===== config.mk =====
export PLATFORM = sky130hd
export DESIGN_NAME = motion_diff_highlight
export DESIGN_NICKNAME = d
export VERILOG_FILES = /design/src/rtl/motion_pkg.sv /design/src/rtl/motion_frame_stats.sv /design/src/rtl/motion_diff_highlight.sv
export SDC_FILE = /design/constraint.sdc
export NUM_CORES = 1
export LEC_CHECK = 0
export CAP_MARGIN = 25
export CELL_PAD_IN_SITES_DETAIL_PLACEMENT = 1
export CELL_PAD_IN_SITES_GLOBAL_PLACEMENT = 1
export CORE_ASPECT_RATIO = 2
export CORE_UTILIZATION = 30
export CTS_CLUSTER_SIZE = 8
export DETAILED_ROUTE_END_ITERATION = 8
export GPL_ROUTABILITY_DRIVEN = 0
export PLACE_DENSITY_LB_ADDON = 0.1
export SLEW_MARGIN = 20
export SYNTH_ARGS = -nofsm -noshare
export SYNTH_HDL_FRONTEND = slang
export SYNTH_HIERARCHICAL = 1
export SYNTH_SLANG_ARGS = --single-unit

===== constraint.sdc =====
create_clock -name clock -period 3.9 [get_ports clock]
set_input_delay 0.78 -clock clock [delete_from_list [all_inputs] [get_ports clock]]
set_output_delay 0.78 -clock clock [all_outputs]
set_load 0.05 [all_outputs]

===== src/rtl/motion_pkg.sv =====
// Shared types, defaults and helpers for the motion-difference highlight pipeline.
package motion_pkg;

    localparam int unsigned DEF_CHANNELS      = 3;
    localparam int unsigned DEF_CHANNEL_WIDTH = 8;
    localparam int unsigned MAX_CHANNEL_WIDTH = 16;

    localparam logic [DEF_CHANNELS*DEF_CHANNEL_WIDTH-1:0] DEF_HIGHLIGHT_COLOR = 24'hFF0000;

    typedef enum logic [1:0] {
        MODE_OVERLAY = 2'd0,
        MODE_MASK    = 2'd1,
        MODE_DIFF    = 2'd2
    } mode_e;

    // Magnitude of a signed gray difference; callers sign-extend into the widest supported width.
    function automatic logic [MAX_CHANNEL_WIDTH-1:0] abs_diff(input logic signed [MAX_CHANNEL_WIDTH:0] d);
        logic signed [MAX_CHANNEL_WIDTH:0] mag;
        mag = d[MAX_CHANNEL_WIDTH] ? -d : d;
        return mag[MAX_CHANNEL_WIDTH-1:0];
    endfunction

endpackage


===== src/rtl/motion_frame_stats.sv =====
// Per-frame bookkeeping: pixel position, frame-start parameter latch and motion summary.
module motion_frame_stats
    import motion_pkg::*;
#(
    parameter int unsigned CHANNEL_WIDTH     = DEF_CHANNEL_WIDTH,
    parameter int unsigned FRAME_PIXELS      = 768*576,
    parameter int unsigned MIN_MOTION_PIXELS = 1,
    parameter int unsigned COUNT_WIDTH       = $clog2(FRAME_PIXELS+1)
) (
    input  logic                     clock,
    input  logic                     reset,
    input  logic                     pop,
    input  logic [CHANNEL_WIDTH-1:0] threshold,
    input  logic [1:0]               mode,
    input  logic                     motion_load,
    input  logic                     last_write,
    output logic [CHANNEL_WIDTH-1:0] thr_latched,
    output logic [1:0]               mode_latched,
    output logic                     last_pixel_c,
    output logic                     frame_done,
    output logic [COUNT_WIDTH-1:0]   motion_count,
    output logic                     motion_flag
);

    logic [COUNT_WIDTH-1:0] pixel_count;
    logic [COUNT_WIDTH-1:0] motion_acc;

    assign last_pixel_c = (pixel_count == COUNT_WIDTH'(FRAME_PIXELS - 1));

    // Pixel position within the frame; parameters are captured by the pop of pixel 0.
    always_ff @(posedge clock or posedge reset) begin
        if (reset) begin
            pixel_count  <= '0;
            thr_latched  <= '0;
            mode_latched <= '0;
        end else if (pop) begin
            pixel_count <= last_pixel_c ? '0 : pixel_count + COUNT_WIDTH'(1);
            if (pixel_count == '0) begin
                thr_latched  <= threshold;
                mode_latched <= mode;
            end
        end
    end

    // A motion pixel entering S2 in the same cycle as the last write belongs to the next frame.
    always_ff @(posedge clock or posedge reset) begin
        if (reset) begin
            motion_acc   <= '0;
            motion_count <= '0;
            motion_flag  <= 1'b0;
            frame_done   <= 1'b0;
        end else begin
            frame_done <= last_write;
            if (last_write) begin
                motion_count <= motion_acc;
                motion_flag  <= (motion_acc >= COUNT_WIDTH'(MIN_MOTION_PIXELS));
                motion_acc   <= motion_load ? COUNT_WIDTH'(1) : '0;
            end else if (motion_load) begin
                motion_acc <= motion_acc + COUNT_WIDTH'(1);
            end
        end
    end

endmodule


===== src/rtl/motion_diff_highlight.sv =====
// Fused background-subtract and highlight stage: three show-ahead FIFOs in, one FIFO out,
// two-stage pipeline with per-frame motion summary.
module motion_diff_highlight
    import motion_pkg::*;
#(
    parameter int unsigned CHANNELS          = DEF_CHANNELS,
    parameter int unsigned CHANNEL_WIDTH     = DEF_CHANNEL_WIDTH,
    parameter int unsigned PIXEL_WIDTH       = CHANNELS*CHANNEL_WIDTH,
    parameter int unsigned FRAME_PIXELS      = 768*576,
    parameter logic [PIXEL_WIDTH-1:0] HIGHLIGHT_COLOR = DEF_HIGHLIGHT_COLOR,
    parameter int unsigned MIN_MOTION_PIXELS = 1,
    parameter int unsigned COUNT_WIDTH       = $clog2(FRAME_PIXELS+1)
) (
    input  logic                     clock,
    input  logic                     reset,
    input  logic [CHANNEL_WIDTH-1:0] threshold,
    input  logic [1:0]               mode,
    output logic                     bg_rd_en,
    input  logic                     bg_empty,
    input  logic [CHANNEL_WIDTH-1:0] bg_dout,
    output logic                     fr_rd_en,
    input  logic                     fr_empty,
    input  logic [CHANNEL_WIDTH-1:0] fr_dout,
    output logic                     img_rd_en,
    input  logic                     img_empty,
    input  logic [PIXEL_WIDTH-1:0]   img_dout,
    output logic                     out_wr_en,
    input  logic                     out_full,
    output logic [PIXEL_WIDTH-1:0]   out_din,
    output logic                     frame_done,
    output logic [COUNT_WIDTH-1:0]   motion_count,
    output logic                     motion_flag
);

    logic                     s1_valid;
    logic                     s1_last;
    logic [CHANNEL_WIDTH-1:0] s1_diff;
    logic [PIXEL_WIDTH-1:0]   s1_img;
    logic                     s2_valid;
    logic                     s2_last;

    logic                         s2_load_c;
    logic                         s1_load_c;
    logic                         pop_c;
    logic                         motion_c;
    logic [PIXEL_WIDTH-1:0]       pix_c;
    logic signed [CHANNEL_WIDTH:0] sub_c;

    logic [CHANNEL_WIDTH-1:0] thr_latched;
    logic [1:0]               mode_latched;
    logic                     last_pixel_c;

    // Backpressure ripples from the output FIFO towards the inputs within one cycle.
    assign s2_load_c = !s2_valid || !out_full;
    assign s1_load_c = !s1_valid || s2_load_c;
    assign pop_c     = s1_load_c && !bg_empty && !fr_empty && !img_empty;

    assign bg_rd_en  = pop_c;
    assign fr_rd_en  = pop_c;
    assign img_rd_en = pop_c;

    assign out_wr_en = s2_valid && !out_full;

    assign sub_c = $signed({1'b0, fr_dout}) - $signed({1'b0, bg_dout});

    // Output pixel selection; the reserved mode falls back to overlay.
    always_comb begin
        motion_c = (s1_diff > thr_latched);
        pix_c    = s1_img;
        case (mode_e'(mode_latched))
            MODE_MASK: pix_c = motion_c ? '1 : '0;
            MODE_DIFF: pix_c = {CHANNELS{s1_diff}};
            default:   pix_c = motion_c ? HIGHLIGHT_COLOR : s1_img;
        endcase
    end

    always_ff @(posedge clock or posedge reset) begin
        if (reset) begin
            s1_valid <= 1'b0;
            s1_last  <= 1'b0;
            s1_diff  <= '0;
            s1_img   <= '0;
        end else if (s1_load_c) begin
            s1_valid <= pop_c;
            s1_last  <= last_pixel_c;
            s1_diff  <= CHANNEL_WIDTH'(abs_diff((MAX_CHANNEL_WIDTH+1)'(sub_c)));
            s1_img   <= img_dout;
        end
    end

    always_ff @(posedge clock or posedge reset) begin
        if (reset) begin
            s2_valid <= 1'b0;
            s2_last  <= 1'b0;
            out_din  <= '0;
        end else if (s2_load_c) begin
            s2_valid <= s1_valid;
            s2_last  <= s1_valid && s1_last;
            out_din  <= pix_c;
        end
    end

    motion_frame_stats #(
        .CHANNEL_WIDTH     (CHANNEL_WIDTH),
        .FRAME_PIXELS      (FRAME_PIXELS),
        .MIN_MOTION_PIXELS (MIN_MOTION_PIXELS),
        .COUNT_WIDTH       (COUNT_WIDTH)
    ) u_stats (
        .clock        (clock),
        .reset        (reset),
        .pop          (pop_c),
        .threshold    (threshold),
        .mode         (mode),
        .motion_load  (s2_load_c && s1_valid && motion_c),
        .last_write   (out_wr_en && s2_last),
        .thr_latched  (thr_latched),
        .mode_latched (mode_latched),
        .last_pixel_c (last_pixel_c),
        .frame_done   (frame_done),
        .motion_count (motion_count),
        .motion_flag  (motion_flag)
    );

endmodule


==> run metrics <==
outcome=complete, no violations; Slew headroom=54.0%; Resize count post-CTS=0; Crit. End Element=register; min Tclk post-route=3260 ps; Area Growth Syn to Fin=30.8%; P_leak=3.81 nW; global-route wire length before repair=30.2 mm; Setup crit end=u_stats/motion_acc[18]$_DFFE_PP0P_; vias=5281; Max Slew Vio Count=0; startpoint types=register; internal power=3.28 mW; Peak VDD IR=0.288 mV; hold violation count in the final report=0; Core Footprint=21000 µm²; Net Sw Power=1.98 mW; most common cell after layout, fill and taps aside=dfrtp_1; vias per inst=4.98; CP Launch Point=s1_diff[1]$_DFFE_PP0N_; # H-tree levels=4; placed cells=1027; Post-DP HPWL=13.0 mm; Worst-Margin Slew=687 ps; largest net degree at the start of global routing=60; worst path cell trace=ha_1 > nor2b_1 > o211ai_1 > a21o_1 > a31oi_1 > buf_4 > and3_1 > nand4_1 > nor4_1 > nand3_1 > mux2_2; DRC=0; total grt overflow=0; die area=22100 µm²; clk_lat worst skew=420 ps; delay of the slowest critical-path stage=580 ps; Inserted Clock Buffers=17; fin crit share=83.5%; Seq cells post-synth=129; Routed WL=18.0 mm; RSZ-0062 raised after global routing=false; number of global-route vias before repair=5752; number of distinct library cells after synthesis=58; Hold Path Class=reg -> reg; RR Endpoint=u_stats/motion_acc[18]$_DFFE_PP0P_; root buf cell=clkbuf_16; Synth Instances=672; DRT Pass-1 Iters=4; CTS tree=done; initial antenna violation count=0; die width=106 µm; reg-to-reg setup timing slack=640 ps; n_diodes=0; Worst Skew=10.2 ps; share of layout cells above drive strength 1=12.3%; final-report setup violation count=0; clk slew on worst S/H paths=50 ps; Setup CP Type=reg -> reg; Net Count, Synth=752; Sw Share=37.6%; clock buffer depth=2; setup repair bufs after CTS=0; io pins=105; Final ANT Viol Nets=0; post-synthesis sequential area ratio=50.0%; Crit path required time=4200 ps; Netlist Area Pre-Place=6450 µm²; Finished Layout Cells=1060; clk sinks=129; Total GRT Usage=17.5%; pwr/cell area=623 nW/µm²; worst path arrival time=3560 ps; Comb pwr share=34.3%; R2R cell count=11; Post-synth EDFFs=0; Max Cap Viol=0; Nets=858; most frequent cells in the layout=129 x dfrtp_1, 107 x nand2_1, 101 x clkdlybuf4s50_1, 72 x nor2_1, 38 x a21oi_1; RR Startpoint=s1_diff[1]$_DFFE_PP0N_; number of DRC markers in iteration 0=177; Synth Flop Type=dfrtp_1; chip height=209 µm; initial core utilization=30.7%; syn_area_per_cell=9.60 µm²; YS warnings=6; Fmax=0.307 GHz; Filler cells=2428; Worst path slowest cell=nor4_1; CTS Hold Bufs=0; Flop pwr share=34.9%; asr flop ratio synth=100%; CP max FO=10; Clk pwr share=30.8%; Fin Setup TNS=0 ps; drt wl/cell=17.0 µm; FP Rows=75; number of buffers added on ports=104
## metal layers
layer | up-vias | share of wire [%] | global-route usage, %
met5 | - | 0 | 0
met1 | 2629 | 40 | 19.3
li1 | 2522 | - | -
met3 | 24 | 2.8 | 2.70
met2 | 106 | 55 | 32.9
met4 | 0 | 2.2 | 7.18
## synthesized netlist by cell type (2+ instances only)
cell      count  area, µm²
dfrtp_1     129       3230
nand2_1     107        402
nor2_1       72        270
a21oi_1      38        190
nand3_1      34        170
mux2_2       33        372
inv_1        30        113
o21ai_0      24        120
ha_1         23        288
clkbuf_1     20       75.1
xnor2_1      17        149
nor4_1       15       93.8
nand4_1      14       87.6
xor2_1       14        123
nor3_1       12       60.1
and3_1       10       62.6
nor2b_1       8       50.1
and4_1        4       35.0
mux2i_1       4       40.0
nand2b_1      4       25.0
or3_1         4       25.0
a21o_1        3       22.5
and2_1        3       18.8
buf_2         3       15.0
o211ai_1      3       22.5
or4_1         3       22.5
a211o_1       2       17.5
a21o_2        2       17.5
a31oi_1       2       12.5
and3_2        2       15.0
buf_1         2       7.51
buf_4         2       15.0
nand4_2       2       25.0
nor3b_1       2       15.0
nor4_2        2       25.0
## per-stage QoR
| step | instance area, µm² | worst slack (ps) | util (%) | total power, mW | hold WS (ps) |
|---|---|---|---|---|---|
| CTS | 8430 | 616 | 40.1 | 5.34 | 471 |
| detailed placement | 7840 | 329 | 37.3 | 3.69 | 457 |
| global route | 8440 | 384 | 40.1 | 5.57 | 499 |
| global placement | 7820 | 416 | 37.2 | 3.62 | 448 |
| finish | 8440 | 642 | 40.1 | 5.25 | 470 |
| floorplan | 6460 | 221 | - | 3.01 | 433 |
## how the worst min path moves through the flow
| stage | cells past startpoint | to | from |
|---|---|---|---|
| floorplan | 2 | s1_img[16]$_DFFE_PP0N_ | s1_img[16]$_DFFE_PP0N_ |
| global placement | 2 | s1_img[19]$_DFFE_PP0N_ | s1_img[19]$_DFFE_PP0N_ |
| detailed placement | 2 | s1_img[4]$_DFFE_PP0N_ | s1_img[4]$_DFFE_PP0N_ |
| CTS | 2 | s1_img[4]$_DFFE_PP0N_ | s1_img[4]$_DFFE_PP0N_ |
| global route | 2 | s1_img[17]$_DFFE_PP0N_ | s1_img[17]$_DFFE_PP0N_ |
| finish | 2 | s1_img[22]$_DFFE_PP0N_ | s1_img[22]$_DFFE_PP0N_ |
## area by class of cell
type | count | area, µm² | area share, %
clock buffer | 21 | 450 | 5.34
tap | 269 | 337 | 3.99
clock inverter | 11 | 138 | 1.63
inverter | 30 | 113 | 1.33
sequential | 129 | 3230 | 38.3
multi-input combinational | 484 | 2990 | 35.4
timing repair buffer | 116 | 1180 | 14.0
## kinds of logic after synthesis
| kind of cell | synth area share, % |
|---|---|
| fa+ha+maj | 4.77 |
| compound gates | 7.86 |
| mux | 6.38 |
| flops | 50.0 |
| xor+xnor | 4.21 |
| simple gates | 23.0 |
| buf+inv | 3.74 |
## power groups by stage
stage | clock, mW | combinational, mW | sequential (mW)
floorplan | 0 | 0.830 | 2.18
global placement | 0 | 1.76 | 1.86
detailed placement | 0 | 1.83 | 1.87
CTS | 1.66 | 1.84 | 1.84
global route | 1.71 | 1.99 | 1.87
finish | 1.62 | 1.80 | 1.83
## flip-flops by register name, summed over array words and instances (netlist names)
signal                flops
s2_valid                  1
s1_img                   24
s1_valid                  1
u_stats/motion_acc       19
u_stats/mode_latched      2
s1_diff                   8
s1_last                   1
u_stats/motion_count     19
out_din                  24
u_stats/pixel_count      19
s2_last                   1
u_stats/frame_done        1
u_stats/motion_flag       1
u_stats/thr_latched       8
## worst max-delay path, delay by kind of cell (launching register included)
kind | cells | cell delay, ps
and+or+nand+nor | 5 | 1480
DFF | 1 | 410
buffers and inverters | 1 | 190
AOI/OAI and AO/OA | 3 | 440
muxes | 1 | 300
adders and majority gates | 1 | 300
No activity file was read; power rests on OpenSTA's default activity.
